<file path="src/rtl/stage_me_pkg.sv">
// Shared definitions for the RV32I memory stage: load/store width codes,
// FSM state encodings and the access-legality check.
package stage_me_pkg;

   typedef logic [2:0] ls_code_t;

   localparam ls_code_t LS_B  = 3'b000;
   localparam ls_code_t LS_H  = 3'b001;
   localparam ls_code_t LS_W  = 3'b010;
   localparam ls_code_t LS_BU = 3'b100;
   localparam ls_code_t LS_HU = 3'b101;

   localparam logic [0:0] ME_IDLE   = 1'b0;
   localparam logic [0:0] ME_ACCESS = 1'b1;

   // Unsigned widths only exist for loads; any unlisted code is illegal.
   function automatic logic ls_misalign(input ls_code_t code,
                                        input logic [1:0] addr_lo,
                                        input logic is_store);
      logic bad;
      case (code)
         LS_B:    bad = 1'b0;
         LS_H:    bad = addr_lo[0];
         LS_W:    bad = (addr_lo != 2'b00);
         LS_BU:   bad = is_store;
         LS_HU:   bad = is_store | addr_lo[0];
         default: bad = 1'b1;
      endcase
      return bad;
   endfunction

endpackage

</file>
<file path="src/rtl/stage_me_if.sv">
// Data-memory req/ack bus between the memory stage (master) and the
// data memory (slave).
interface stage_me_if #(parameter int XLEN = 32);

   logic            dmem_req;
   logic            dmem_we;
   logic [XLEN-1:0] dmem_addr;
   logic [XLEN-1:0] dmem_wdata;
   logic [3:0]      dmem_be;
   logic            dmem_ack;
   logic [XLEN-1:0] dmem_rdata;

   modport master (
      output dmem_req, dmem_we, dmem_addr, dmem_wdata, dmem_be,
      input  dmem_ack, dmem_rdata
   );

   modport slave (
      input  dmem_req, dmem_we, dmem_addr, dmem_wdata, dmem_be,
      output dmem_ack, dmem_rdata
   );

endinterface

</file>
<file path="src/rtl/stage_me_lsu_align.sv">
// Combinational load/store lane logic: store byte enables and lane
// replication, load byte/half extraction with sign/zero extension.
module stage_me_lsu_align
   import stage_me_pkg::*;
(
   input  ls_code_t    func3,
   input  logic [1:0]  addr_lo,
   input  logic        is_store,
   input  logic [31:0] sdata,
   input  logic [31:0] rdata,
   output logic [3:0]  be,
   output logic [31:0] wdata,
   output logic [31:0] ld_data,
   output logic        misalign
);

   logic [7:0]         byte_u;
   logic [15:0]        half_u;
   logic signed [7:0]  byte_s;
   logic signed [15:0] half_s;

   assign misalign = ls_misalign(func3, addr_lo, is_store);

   always_comb begin
      be    = 4'b1111;
      wdata = sdata;
      if (is_store) begin
         case (func3)
            LS_B: begin
               be    = 4'b0001 << addr_lo;
               wdata = {4{sdata[7:0]}};
            end
            LS_H: begin
               be    = addr_lo[1] ? 4'b1100 : 4'b0011;
               wdata = {2{sdata[15:0]}};
            end
            default: begin
               be    = 4'b1111;
               wdata = sdata;
            end
         endcase
      end
   end

   always_comb begin
      case (addr_lo)
         2'd0:    byte_u = rdata[7:0];
         2'd1:    byte_u = rdata[15:8];
         2'd2:    byte_u = rdata[23:16];
         default: byte_u = rdata[31:24];
      endcase
      half_u = addr_lo[1] ? rdata[31:16] : rdata[15:0];
      byte_s = $signed(byte_u);
      half_s = $signed(half_u);
      case (func3)
         LS_B:    ld_data = 32'(byte_s);
         LS_BU:   ld_data = {24'd0, byte_u};
         LS_H:    ld_data = 32'(half_s);
         LS_HU:   ld_data = {16'd0, half_u};
         default: ld_data = rdata;
      endcase
   end

endmodule

</file>
<file path="src/rtl/stage_me.sv">
// RV32I memory stage: EX/ME register, req/ack data-memory FSM, load alignment.
// Optional ack watchdog enabled by defining STAGE_ME_TIMEOUT_EN.
module stage_me
   import stage_me_pkg::*;
#(
   parameter int XLEN    = 32,
   parameter int TIMEOUT = 255
) (
   input  logic            clk,
   input  logic            rst_n,
   input  logic [XLEN-1:0] ex_alu_o,
   input  logic [XLEN-1:0] ex_regs_data2_o,
   input  ls_code_t        ex_func3_code,
   input  logic            ex_mem_rd,
   input  logic            ex_mem_wr,
   input  logic [4:0]      ex_rd,
   input  logic            ex_reg_wr,
   input  logic            ex_valid,
   output logic            me_stall,
   output logic [XLEN-1:0] me_alu_o,
   output logic [XLEN-1:0] me_mem_data,
   output logic [4:0]      me_rd,
   output logic            me_reg_wr,
   output logic            me_valid,
   output logic            me_misalign,
   output logic            me_bus_err,
   stage_me_if.master      dmem
);

   if (XLEN != 32 || TIMEOUT < 1) begin : g_param_chk
      $error("stage_me: only XLEN=32 and TIMEOUT>=1 are supported");
   end

   logic [0:0]      state_q;
   logic [XLEN-1:0] alu_p0;
   logic [XLEN-1:0] sdata_p0;
   ls_code_t        func3_p0;
   logic            mem_rd_p0;
   logic            mem_wr_p0;
   logic [4:0]      rd_p0;
   logic            reg_wr_p0;
   logic            vld_p0;

   logic            capture;
   logic            ex_go;
   logic            access;
   logic            done;
   logic            timeout_hit;
   logic            is_mem_p0;
   logic            lsu_misalign;
   logic [XLEN-1:0] ld_data;

   // An aligned memory op enters ACCESS straight from capture, so the
   // FSM never needs to look at the held registers to leave IDLE.
   assign ex_go = ex_valid && (ex_mem_rd || ex_mem_wr)
                  && !ls_misalign(ex_func3_code, ex_alu_o[1:0], ex_mem_wr);

   assign access    = (state_q == ME_ACCESS);
   assign done      = access && (dmem.dmem_ack || timeout_hit);
   assign me_stall  = access && !done;
   assign capture   = !me_stall;
   assign is_mem_p0 = vld_p0 && (mem_rd_p0 || mem_wr_p0);

   // ---- EX/ME boundary ----
   always_ff @(posedge clk) begin
      if (!rst_n) begin
         state_q   <= ME_IDLE;
         alu_p0    <= '0;
         sdata_p0  <= '0;
         func3_p0  <= LS_B;
         mem_rd_p0 <= 1'b0;
         mem_wr_p0 <= 1'b0;
         rd_p0     <= '0;
         reg_wr_p0 <= 1'b0;
         vld_p0    <= 1'b0;
      end else if (capture) begin
         state_q   <= ex_go ? ME_ACCESS : ME_IDLE;
         alu_p0    <= ex_alu_o;
         sdata_p0  <= ex_regs_data2_o;
         func3_p0  <= ex_func3_code;
         mem_rd_p0 <= ex_mem_rd;
         mem_wr_p0 <= ex_mem_wr;
         rd_p0     <= ex_rd;
         reg_wr_p0 <= ex_valid && ex_reg_wr;
         vld_p0    <= ex_valid;
      end
   end

`ifdef STAGE_ME_TIMEOUT_EN
   localparam int CNT_W = ($clog2(TIMEOUT + 1) > 8) ? $clog2(TIMEOUT + 1) : 8;
   logic [CNT_W-1:0] wd_cnt_q;

   assign timeout_hit = access && !dmem.dmem_ack && (wd_cnt_q == CNT_W'(TIMEOUT - 1));

   always_ff @(posedge clk) begin
      if (!rst_n || capture) wd_cnt_q <= '0;
      else if (access)       wd_cnt_q <= wd_cnt_q + 1'b1;
   end
`else
   assign timeout_hit = 1'b0;
`endif

   stage_me_lsu_align u_lsu (
      .func3    (func3_p0),
      .addr_lo  (alu_p0[1:0]),
      .is_store (mem_wr_p0),
      .sdata    (sdata_p0),
      .rdata    (dmem.dmem_rdata),
      .be       (dmem.dmem_be),
      .wdata    (dmem.dmem_wdata),
      .ld_data  (ld_data),
      .misalign (lsu_misalign)
   );

   assign dmem.dmem_req  = access;
   assign dmem.dmem_we   = mem_wr_p0;
   assign dmem.dmem_addr = {alu_p0[XLEN-1:2], 2'b00};

   assign me_alu_o    = alu_p0;
   assign me_rd       = rd_p0;
   assign me_bus_err  = timeout_hit;
   assign me_misalign = is_mem_p0 && lsu_misalign;
   assign me_valid    = done || (vld_p0 && !is_mem_p0) || me_misalign;
   assign me_reg_wr   = me_valid && reg_wr_p0 && !me_misalign && !me_bus_err;
   assign me_mem_data = (done && mem_rd_p0 && !timeout_hit) ? ld_data : '0;

endmodule

</file>
<file path="src/flat_wrapper.sv">
// flat-port wrapper written by rule: the top's interface ports become plain ports
module stage_me_flat import stage_me_pkg::*;
#(
   parameter int XLEN    = 32,
   parameter int TIMEOUT = 255
)
  (clk, rst_n, ex_alu_o, ex_regs_data2_o, ex_func3_code, ex_mem_rd, ex_mem_wr, ex_rd, ex_reg_wr, ex_valid, me_stall, me_alu_o, me_mem_data, me_rd, me_reg_wr, me_valid, me_misalign, me_bus_err, dmem_dmem_req, dmem_dmem_we, dmem_dmem_addr, dmem_dmem_wdata, dmem_dmem_be, dmem_dmem_ack, dmem_dmem_rdata);
  stage_me_if #(.XLEN(XLEN)) dmem_i ();
  input  logic clk;
  input  logic rst_n;
  input  logic [XLEN-1:0] ex_alu_o;
  input  logic [XLEN-1:0] ex_regs_data2_o;
  input  ls_code_t ex_func3_code;
  input  logic ex_mem_rd;
  input  logic ex_mem_wr;
  input  logic [4:0] ex_rd;
  input  logic ex_reg_wr;
  input  logic ex_valid;
  output logic me_stall;
  output logic [XLEN-1:0] me_alu_o;
  output logic [XLEN-1:0] me_mem_data;
  output logic [4:0] me_rd;
  output logic me_reg_wr;
  output logic me_valid;
  output logic me_misalign;
  output logic me_bus_err;
  output wire logic [$bits(dmem_i.dmem_req)-1:0] dmem_dmem_req;
  output wire logic [$bits(dmem_i.dmem_we)-1:0] dmem_dmem_we;
  output wire logic [$bits(dmem_i.dmem_addr)-1:0] dmem_dmem_addr;
  output wire logic [$bits(dmem_i.dmem_wdata)-1:0] dmem_dmem_wdata;
  output wire logic [$bits(dmem_i.dmem_be)-1:0] dmem_dmem_be;
  input wire logic [$bits(dmem_i.dmem_ack)-1:0] dmem_dmem_ack;
  input wire logic [$bits(dmem_i.dmem_rdata)-1:0] dmem_dmem_rdata;
  assign dmem_dmem_req = dmem_i.dmem_req;
  assign dmem_dmem_we = dmem_i.dmem_we;
  assign dmem_dmem_addr = dmem_i.dmem_addr;
  assign dmem_dmem_wdata = dmem_i.dmem_wdata;
  assign dmem_dmem_be = dmem_i.dmem_be;
  assign dmem_i.dmem_ack = dmem_dmem_ack;
  assign dmem_i.dmem_rdata = dmem_dmem_rdata;
  stage_me #(.XLEN(XLEN), .TIMEOUT(TIMEOUT)) u_core (.clk(clk), .rst_n(rst_n), .ex_alu_o(ex_alu_o), .ex_regs_data2_o(ex_regs_data2_o), .ex_func3_code(ex_func3_code), .ex_mem_rd(ex_mem_rd), .ex_mem_wr(ex_mem_wr), .ex_rd(ex_rd), .ex_reg_wr(ex_reg_wr), .ex_valid(ex_valid), .me_stall(me_stall), .me_alu_o(me_alu_o), .me_mem_data(me_mem_data), .me_rd(me_rd), .me_reg_wr(me_reg_wr), .me_valid(me_valid), .me_misalign(me_misalign), .me_bus_err(me_bus_err), .dmem(dmem_i));
endmodule
</file>
<file path="config.mk">
export PLATFORM = sky130hd
export DESIGN_NAME = stage_me_flat
export DESIGN_NICKNAME = d
export VERILOG_FILES = /design/src/rtl/stage_me_pkg.sv /design/src/rtl/stage_me_if.sv /design/src/rtl/stage_me_lsu_align.sv /design/src/rtl/stage_me.sv /design/src/flat_wrapper.sv
export SDC_FILE = /design/constraint.sdc
export NUM_CORES = 1
export LEC_CHECK = 0
export ABC_AREA = 0
export CORE_ASPECT_RATIO = 1.4
export CORE_MARGIN = 10
export CORE_UTILIZATION = 30
export DETAILED_ROUTE_END_ITERATION = 10
export GPL_TIMING_DRIVEN = 0
export PLACE_DENSITY = 0.69
export SETUP_SLACK_MARGIN = 0.4
export SLEW_MARGIN = 20
export SYNTH_ARGS = -nofsm -noshare
export SYNTH_HDL_FRONTEND = slang
export SYNTH_SLANG_ARGS = --single-unit
</file>
<file path="constraint.sdc">
create_clock -name clk -period 1.5 [get_ports clk]
set_input_delay 0.3 -clock clk [delete_from_list [all_inputs] [get_ports clk]]
set_output_delay 0.3 -clock clk [all_outputs]
set_load 0.02 [all_outputs]
</file>
# Word-level counts from Yosys, hierarchy flattened
# Index checks and enable logic that the tools add are counted.
# word_totals
out_inout_bits	144
mem_bits_rw	0
latchBits	0
memories	0
romBits	0
inputBits	111
ff_bits	77
# classes
n_lt_le_gt_ge	0
n_shift	1
bitwise_logic	2
eq_ne	10
add_sub_neg	0
n_mux	12
n_reduce_logical	24
n_div	0
multipliers	0
# ops
operator	count
32-bit case mux with 4 select lines	1
32-bit two-way mux	2
32-bit case mux with 2 select lines	1
8-bit case mux with 3 select lines	1
16-bit two-way mux	1
3-bit equality test (second input constant)	4
1-bit logical AND	11
1-bit case mux with 5 select lines	2
4-bit two-way mux	2
4-bit case mux with 2 select lines	1
3-bit by 1-bit equality test with 1-bit output (second input constant)	2
3-bit by 2-bit equality test with 1-bit output (second input constant)	2
3-bit logical NOT	2
1-bit logical NOT	4
1-bit logical OR	4
2-bit nonzero test	2
1-bit by 2-bit << shifter with 4-bit output (first input constant)	1
2-bit by 1-bit equality test with 1-bit output (second input constant)	1
2-bit equality test (second input constant)	1
2-bit logical NOT	1
1-bit bitwise OR	2
1-bit two-way mux	1

# Depth between registers and ports, before layout
# Gate-level depths: netlist of run 1.
# logic_depth
word_depth	8
ltp_mapped	7

# Modules after synthesis
# A second synthesis of run 1 with hierarchy kept.
# hier_totals
hier_cells	585
hier_area_um2	4680.7
# modules_own_cells
mod	cells_per_inst	n_inst	area_per_inst_um2	seq_area_each_um2
stage_me	415	1	3454.6	1541.5
stage_me_lsu_align	170	1	1226.2	0.0

# Least setup slack after synthesis of run 1
# OpenSTA, ideal clock, no wires.
# synth_path
kind	register -> output
start	reg u_core.alu_p0[1] (netlist: u_core.me_alu_o[1])
end	out me_mem_data[16]
path_slack_ns	-0.339
t_required_ns	1.200
path_stages_with_launch	5
path_buffers	1
arrival_time_ns	1.539
cell_sequence	dfxtp_1 > buf_6 > mux2i_1 > mux2_4 > o21ai_0
# synth_between
elab_chain_len	4
# synth_lines
item	line_no	text
start, declared	stage_me.sv:35	logic [XLEN-1:0] alu_p0;
start signal, assigned	stage_me.sv:78	alu_p0 <= ex_alu_o;
2-bit equality test (tied with other cells)	stage_me_lsu_align.sv:46	case (addr_lo)
8-bit case mux with 3 select lines	stage_me_lsu_align.sv:46	
32-bit case mux with 4 select lines (*)	stage_me_lsu_align.sv:55	case (func3)
32-bit two-way mux (*)	stage_me.sv:125	assign me_mem_data = (done && mem_rd_p0 && !timeout_hit) ? ld_data : '0;
end, declared	flat_wrapper.sv:21	output logic [XLEN-1:0] me_mem_data;
# Mark *: on every way between the ends. The rest lies on a longest branch, timed or not.

# Final worst setup path of run 1
# layout_path
start	reg u_core.alu_p0[1] (netlist: u_core.me_alu_o[1])
end	out me_mem_data[11]
# Same word-level chain as after synthesis.

==> flow_metrics.tcl, run 1 <==
set metrics [dict create \
    status "complete, but fails checks" \
    failed_checks "setup timing" \
    finalPower_uw 6870 \
    required_ns 1.20 \
    cts_htree_levels 3 \
    clock-sinks 77 \
    worst_slack_ns -0.626 \
    top_usage_layer "met2" \
    synth_top_area_share_pct 35.5 \
    fill_cells 974 \
    syn_area_per_cell_sq_um 7.96 \
    path_max_fanout 5 \
    dieWidth_um 122 \
    critPathSlowestCell "o32ai_4" \
    p_switching_uw 1990 \
    core_sq_um 14300 \
    final_antenna_net_count 0 \
    synth_mux_area_share_pct 8.49 \
    dieHeight_um 162 \
    antenna_found_initial 0 \
    switching_share_pct 28.9 \
    postLayoutCoreUtil_pct 72.0 \
    overflow 0 \
    synth_cell_types 39 \
    critPathKind "flop to primary output" \
    fmax_mhz 470 \
    root_buffer "clkbuf_16" \
    dp.cells 987 \
    port_buffers 250 \
    dr.pass1.iters 5 \
    finalHoldViolations 0 \
    crit_top_cell "buf_6" \
    finalSetupViolations 65 \
    hp-class "input port to flop" \
    cts_tree "done" \
    synth_seq_cells 77 \
    synthAdderAreaFrac_pct 0 \
    p_clk_share_pct 31.9 \
    design_area_sq_um 10300 \
    wl_per_cell_um 20.5 \
    postPlaceCellArea_sq_um 7550 \
    cts_buffers 9 \
    crit_arrival_ns 1.83 \
    p_int_uw 4890 \
    grt_max_degree 12 \
    grt_pass1_wl_mm 30.8 \
    final_cells 1098 \
    path_clk_slew_ns 0.06 \
    io_pins 255 \
    grt_use_met3_pct 5.83 \
    combPwrFrac_pct 34.5 \
    start_util_pct 30.4 \
    route.vias.total 5435 \
    pwr_density_cell_nw_per_um2 667 \
    netlist_area_sq_um 4350 \
    synth-compound-area-share_pct 23.8 \
    drt_wl_total_mm 22.5 \
    ys_warn_count 0 \
    drv_slew 0 \
    yosysSeqAreaShare_pct 35.5 \
    yosys.area_share.simple_pct 19.6 \
    syn_inst 546 \
    yosysTopAreaCell "dfxtp_1" \
    gp_congestion 0.892 \
    clock_skew_ns 0.00490 \
    crit_chain "buf_8 -> mux2i_4 -> o32ai_4 -> buf_6 -> o221a_4 -> buf_6" \
    pre_cts_ws_ns -1.35 \
    synth_xor_area_share_pct 0 \
    max_stage_delay_ns 0.38 \
    ir_drop_uv 606 \
    area_growth_pct 137 \
    clkLatencyLatePin_ns 0.33 \
    drc_errors 0 \
    grt_pass1_vias 5558 \
    synth_top_family_by_area "compound AO/OA/AOI/OAI gates" \
    rsz0062_at_grt "true" \
    cts_hold_buf 0 \
    drtIter0Drc 225 \
    drive_above_1_share_pct 63.9 \
    grt_usage_pct 19.6 \
    hpwl_mm 15.2 \
    drv_cap 0 \
    clockBufferDepth 2 \
    start_kind "flop" \
    synth_area_leaders "dfxtp_1 (35%), nand2_1 (15%), a21boi_0 (12%)" \
    fin_crit_ns 2.13 \
    rows 52 \
    fin_nets 1015 \
    use_met1_pct 19.2 \
    met2_usage_pct 37.4 \
    end_kind "primary output" \
    p_seq_share_pct 33.7 \
    die_area_sq_um 19800 \
    p_leak_uw 0.00443 \
    finalCritPeriodShare_pct 142 \
    via_per_inst 4.95 \
]
## cell type report
class	count	area [sq um]	share of cell area, %
Antenna cell	1	2.50	0.0243
Buffer	83	971	9.42
Clock buffer	14	264	2.56
Clock inverter	1	30.0	0.291
Inverter	4	20.0	0.194
Multi-Input combinational cell	384	3300	32.0
Sequential cell	77	1670	16.2
Tap cell	189	236	2.29
Timing Repair Buffer	345	3820	37.1
## cell usage after synthesis, drive strengths merged
master	number
a21boi	76
a21oi	9
a221o	1
a22oi	1
a41o	1
and2	1
and3	2
and4	1
buf	69
clkbuf	14
conb	1
dfxtp	77
inv	4
mux2	17
mux2i	17
nand2	170
nand2b	2
nand3	10
nor2	12
nor2b	1
nor3b	1
o2111a	8
o2111ai	1
o211ai	1
o21a	1
o21ai	30
o221a	8
o22a	1
o32ai	1
or3	1
or4	7
## logic make-up (layout without fill, tap and decap cells)
logic type             Yosys count  in the layout
DFF                             77             77
buffers and inverters           87            447
and+or+nand+nor                208            208
muxes                           34             34
other                            1              4
AOI/OAI and AO/OA              139            139
## power groups by stage
stage / sequential [uW] / combinational (uW) / clock [uW]
after floorplan: 2380 / 821 / 0
after global placement: 2320 / 1700 / 0
after detailed placement: 2330 / 1720 / 0
after CTS: 2310 / 1960 / 2210
after global routing: 2330 / 2480 / 2300
final: 2310 / 2370 / 2190
## metrics by stage
step | hold slack (ns) | setup TNS (ns)
4_1_cts | 0.360 | -34.48
2_1_floorplan | 0.429 | -4.18
5_1_grt | 0.373 | -36.23
3_5_place_dp | 0.453 | -78.61
6_report | 0.354 | -33.21
3_3_place_gp | 0.439 | -74.84
## metal layers
layer / wire length (um) / up-vias / share of wire, %
met3: 1600 / 41 / 7.1
met5: 0 / - / 0
li1: - / 2544 / -
met4: 668 / 0 / 3.0
met1: 7770 / 2643 / 35
met2: 12400 / 207 / 55
## state kept, by name (all words and copies together), names as in the netlist
| name | flops |
|---|---|
| u_core.vld_p0 | 1 |
| u_core.dmem.dmem_we | 1 |
| u_core.dmem.dmem_req | 1 |
| u_core.reg_wr_p0 | 1 |
| u_core.func3_p0 | 3 |
| u_core.sdata_p0 | 32 |
| u_core.me_rd | 5 |
| u_core.mem_rd_p0 | 1 |
| u_core.me_alu_o | 32 |
## cell usage in the layout, fill, tap and decap left out, types with 11 or more instances in the layout
cell type	Yosys	final
a21boi_1	4	45
a21boi_2	0	31
buf_12	0	13
buf_2	19	11
buf_4	48	47
buf_6	2	193
buf_8	0	19
clkbuf_1	13	11
clkbuf_16	0	18
clkdlybuf4s50_1	0	107
dfxtp_1	77	26
dfxtp_2	0	26
dfxtp_4	0	25
mux2_4	1	17
mux2i_1	16	12
nand2_1	170	77
nand2_2	0	57
nand2_4	0	36
o21ai_4	0	12
## final timing paths
check                       start                  end  slack (ns)  depth (start not counted)
min reg2reg       u_core.me_rd[1]      u_core.me_rd[1]        0.47                          2
max            u_core.me_alu_o[1]      me_mem_data[11]       -0.63                          6
min                         rst_n   u_core.me_alu_o[8]        0.35                          2
max reg2reg  u_core.dmem.dmem_req  u_core.me_alu_o[10]        0.03                         10
## worst max-delay path, delay by kind of cell, from the launching register on
family	cells	cell delay (ns)
flops	1	0.32
mux	1	0.20
compound gates	2	0.55
buf+inv	3	0.43
## what timing repair did
item                                    in CTS  in global routing
setup buffers                               37                 41
resized for setup                          967                310
pin swaps                                   62                112
cloned                                       9                  8
endpoints found under the setup margin     218                217
No activity file was read; power rests on OpenSTA's default activity.
==> run 2: changes to the inputs <==
--- a/config.mk
+++ b/config.mk
@@ -13,7 +13,6 @@
 export GPL_TIMING_DRIVEN = 0
 export PLACE_DENSITY = 0.69
 export SETUP_SLACK_MARGIN = 0.4
-export SLEW_MARGIN = 20
 export SYNTH_ARGS = -nofsm -noshare
 export SYNTH_HDL_FRONTEND = slang
 export SYNTH_SLANG_ARGS = --single-unit
==> constraint.sdc (replaced) <==
create_clock -name clk -period 1.7 [get_ports clk]
set_input_delay 0.34 -clock clk [delete_from_list [all_inputs] [get_ports clk]]
set_output_delay 0.34 -clock clk [all_outputs]
set_load 0.02 [all_outputs]
==> flow_metrics.tcl, run 2 (synthesis results as in run 1) <==
set metrics [dict create \
    status "complete, but fails checks" \
    failed_checks "setup timing" \
    end_kind "primary output" \
    dieHeight_um 162 \
    grt_use_met3_pct 5.59 \
    final_cells 1047 \
    reg2reg_from "u_core.dmem.dmem_req" \
    critPathSlowestCell "clkdlybuf4s50_1" \
    diodes 0 \
    clkLatencyLatePin_ns 0.34 \
    fin_nets 965 \
    drive_above_1_share_pct 55.2 \
    io_pins 255 \
    hpwl_mm 15.2 \
    path_max_fanout 8 \
    start_kind "input port" \
    fin_crit_ns 2.22 \
    grt_pass1_vias 5152 \
    rows 52 \
    dp.cells 987 \
    final_antenna_net_count 0 \
    r2r_slack_ns 0.32 \
    fmax_mhz 449 \
    die_area_sq_um 19800 \
    layout_common_cells "nand2_1 (127), buf_6 (111), clkdlybuf4s50_1 (106)" \
    dr.pass1.iters 4 \
    fill_cells 1180 \
    root_buffer "clkbuf_16" \
    path_delay_family "buffers and inverters" \
    clock_skew_ns 0.0117 \
    crit_chain "clkdlybuf4s50_1 -> mux2i_4 -> o32ai_4 -> buf_4 -> o221a_4 -> buf_6" \
    max_stage_delay_ns 0.56 \
    finalCritPeriodShare_pct 131 \
    rsz0062_at_grt "true" \
    seq_area_sq_um 1640 \
    drtIter0Drc 301 \
    ir_drop_uv 507 \
    wl_per_cell_um 19.9 \
    pwr_density_cell_nw_per_um2 639 \
    core_sq_um 14300 \
    route.vias.total 5131 \
    critPathKind "input port to primary output" \
    met2_usage_pct 35.3 \
    dieWidth_um 122 \
    antenna_found_initial 0 \
    path_clk_slew_ns 0.06 \
    drt_wl_total_mm 20.9 \
    cts_buffers 9 \
    finalPower_uw 5840 \
    cts_tree "done" \
    pre_cts_ws_ns -1.15 \
    finalSetupViolations 63 \
    reg2reg_depth 9 \
    required_ns 1.36 \
    via_per_inst 4.90 \
    drv_cap 0 \
    grt_max_degree 13 \
    postLayoutCoreUtil_pct 63.9 \
    cts_hold_buf 0 \
    hp-class "input port to flop" \
    start_util_pct 30.4 \
    hold_path.startpoint "rst_n" \
    gp_congestion 0.851 \
    area_growth_pct 111 \
    drv_slew 0 \
    p_leak_uw 0.00404 \
    port_buffers 250 \
    clock-sinks 77 \
    multi_input_area_sq_um 3120 \
    rr_endpoint "u_core.sdata_p0[4]" \
    finalHoldViolations 0 \
    fin_setup_tns_ns -25.05 \
    min_path_cells 2 \
    use_met1_pct 18.7 \
    path_buf_inv 3 \
    holdPathEnd "u_core.me_alu_o[17]" \
    top_usage_layer "met2" \
    crit_arrival_ns 1.88 \
    layout_commonest_cell "nand2_1" \
    cts_htree_levels 3 \
    worst_slack_ns -0.525 \
    drc_errors 0 \
    overflow 0 \
    clockBufferDepth 2 \
    grt_pass1_wl_mm 29.1 \
    grt_usage_pct 18.8 \
]
## run 2: power by group
group | switching, uW | internal (uW) | total (uW)
Sequential | 114 | 1920 | 2030
Clock | 728 | 1260 | 1980
Combinational | 840 | 987 | 1830
## run 2: worst reg2reg max path, delay by kind of cell (launching register included)
kind / cells / cell delay (ns)
flops: 1 / 0.36
simple gates: 2 / 0.10
buf+inv: 6 / 0.72
compound gates: 1 / 0.13
## run 2: how the worst max path moves through the flow
stage	startpoint	endpoint	cells past startpoint
finish	dmem_dmem_rdata[15]	me_mem_data[11]	6
global route	dmem_dmem_rdata[15]	me_mem_data[11]	6
CTS	u_core.me_alu_o[1]	me_mem_data[15]	6
detailed placement	dmem_dmem_ack	me_mem_data[25]	7
global placement	dmem_dmem_ack	me_mem_data[25]	7
floorplan	u_core.me_alu_o[1]	me_mem_data[16]	4
## run 2: area by class of cell
type                    count  share of cell area, %
well taps                 189                   2.59
plain buffers              83                   9.73
clock buffers              12                   2.93
multi-input cells         385                   34.1
repair buffers            294                   32.1
flip-flops and latches     77                   17.9
inverters                   4                  0.301
clock inverters             3                  0.465
## run 2: what timing repair did
item / CTS / global route
endpoints found under the hold margin: 0 / 0
gates resized for setup: 783 / 314
setup buffers: 21 / 13
endpoints found under the setup margin: 218 / 191
pin swaps: 20 / 71
cloned: 3 / 8
## run 2: routing by layer
metal,vias to the layer above,share of wire [%]
met5,-,0
met2,174,56
met3,32,6.2
met4,0,3.3
met1,2479,34
li1,2446,-
## run 2: per-stage QoR
step	instance area, sq um	hold WS, ns
2_1_floorplan	4780	0.439
4_1_cts	8210	0.379
6_report	9150	0.374
3_3_place_gp	7520	0.448
3_5_place_dp	7520	0.457
5_1_grt	9150	0.403
==> run 3: changes to the inputs <==
--- a/config.mk
+++ b/config.mk
@@ -8,10 +8,10 @@
 export ABC_AREA = 0
 export CORE_ASPECT_RATIO = 1.4
 export CORE_MARGIN = 10
-export CORE_UTILIZATION = 30
+export CORE_UTILIZATION = 35
 export DETAILED_ROUTE_END_ITERATION = 10
 export GPL_TIMING_DRIVEN = 0
-export PLACE_DENSITY = 0.69
+export PLACE_DENSITY = 0.78
 export SETUP_SLACK_MARGIN = 0.4
 export SYNTH_ARGS = -nofsm -noshare
 export SYNTH_HDL_FRONTEND = slang
==> flow_metrics.tcl, run 3 (synthesis results as in run 1) <==
set metrics [dict create \
    fin_setup_tns_ns -23.13 \
    status "complete, but fails checks" \
    crit_cells 6 \
    area_growth_pct 114 \
    max_stage_delay_ns 0.54 \
    overflow 0 \
    grt_pass1_wl_mm 30.1 \
    rows 48 \
    antenna_found_initial 0 \
    drv_cap 0 \
    finalHoldViolations 0 \
    layout_common_cells "clkdlybuf4s50_1 (106), buf_6 (95), nand2_1 (89)" \
    fin_nets 972 \
    grt_usage_pct 21.7 \
    cts_tree "done" \
    drtIter0Drc 213 \
    path_buf_inv 3 \
    critPathKind "input port to primary output" \
    ir_drop_uv 511 \
    core_sq_um 12300 \
    diodes 0 \
    hpwl_mm 15.5 \
    dieWidth_um 114 \
    cts_buffers 9 \
    reg2reg_depth 9 \
    layout_commonest_cell "clkdlybuf4s50_1" \
    start_util_pct 35.5 \
    start_kind "input port" \
    final_antenna_net_count 0 \
    route.vias.total 5352 \
    critPathSlowestCell "clkdlybuf4s50_1" \
    crit_chain "clkdlybuf4s50_1 -> mux2i_4 -> mux2_4 -> buf_16 -> o21ai_4 -> buf_6" \
    gp_congestion 0.906 \
    required_ns 1.36 \
    clkLatencyLatePin_ns 0.34 \
    finalSetupViolations 63 \
    drive_above_1_share_pct 59.8 \
    drt_wl_total_mm 22.4 \
    grt_max_degree 13 \
    path_max_fanout 7 \
    port_buffers 250 \
    clock-sinks 77 \
    finalCritPeriodShare_pct 126 \
    drv_slew 0 \
    path_delay_family "buffers and inverters" \
    min_path_cells 2 \
    postLayoutCoreUtil_pct 75.9 \
    path_clk_slew_ns 0.06 \
    drc_errors 0 \
    p_leak_uw 0.00402 \
    dr.pass1.iters 4 \
    grt_pass1_vias 5415 \
    hp-class "input port to flop" \
    cts_hold_buf 0 \
    fmax_mhz 468 \
    root_buffer "clkbuf_16" \
    end_kind "primary output" \
    die_area_sq_um 17300 \
    worst_slack_ns -0.439 \
    via_per_inst 5.28 \
    pwr_density_cell_nw_per_um2 611 \
    pre_cts_ws_ns -1.20 \
    dieHeight_um 152 \
    wl_per_cell_um 22.1 \
    cts_htree_levels 3 \
    failed_checks "setup timing" \
    crit_arrival_ns 1.80 \
    clockBufferDepth 2 \
    rsz0062_at_grt "true" \
    clock_skew_ns 0.0213 \
    io_pins 255 \
    fin_crit_ns 2.14 \
]
## run 3: stage by stage
stage / std cells / total power [uW] / hold slack, ns / instance area [sq um]
after floorplan: 548 / 2810 / 0.439 / 4780
after global placement: 948 / 3550 / 0.448 / 7470
after detailed placement: 948 / 3570 / 0.458 / 7470
after CTS: 986 / 5390 / 0.373 / 8140
after global routing: 1014 / 5870 / 0.412 / 9290
final: 1014 / 5680 / 0.379 / 9290
## run 3: timing repair
item | CTS | global route
endpoints found under the setup margin | 218 | 188
pin swaps | 13 | 127
gates cloned | 3 | 11
resized for setup | 781 | 349
setup buffers | 21 | 17
## run 3: area by class of cell
| cell class | instances | area, sq um |
|---|---|---|
| Clock buffer | 10 | 239 |
| Timing Repair Buffer | 302 | 3060 |
| Sequential cell | 77 | 1630 |
| Buffer | 83 | 842 |
| Inverter | 4 | 28.8 |
| Fill cell | 818 | 2960 |
| Clock inverter | 4 | 25.0 |
| Tap cell | 150 | 188 |
| Multi-Input combinational cell | 384 | 3280 |
## run 3: worst register-to-register path: stages (launching register included)
cell       delay [ns]
dfxtp_4          0.36
buf_6            0.12
nand2b_4         0.06
buf_6            0.11
buf_6            0.09
buf_8            0.12
buf_12           0.15
clkbuf_16        0.18
nand2_4          0.04
a21boi_1         0.21
## run 3: metal layers
metal	vias to the layer above	track usage (%)	share of wire, %	routed length [um]
met5	-	0	0	0
met4	0	8.62	3.4	771
met3	48	7.09	8.9	2010
met2	252	40.2	54	12100
met1	2599	21.2	34	7570
li1	2453	-	-	-
## run 3: worst paths after layout
check	to	slack, ns	from
worst max-delay path	me_mem_data[29]	-0.44	dmem_dmem_rdata[31]
worst min-delay path	u_core.me_alu_o[26]	0.38	rst_n
worst min register to register	u_core.me_alu_o[13]	0.45	u_core.me_alu_o[13]
worst max register to register	u_core.sdata_p0[12]	0.19	u_core.dmem.dmem_req
## run 3: power breakdown
part	total (uW)	switching, uW	leakage (uW)	internal, uW
clock network	1760	751	0.000134	1010
logic	1900	884	0.00322	1010
registers	2030	110	0.000657	1920
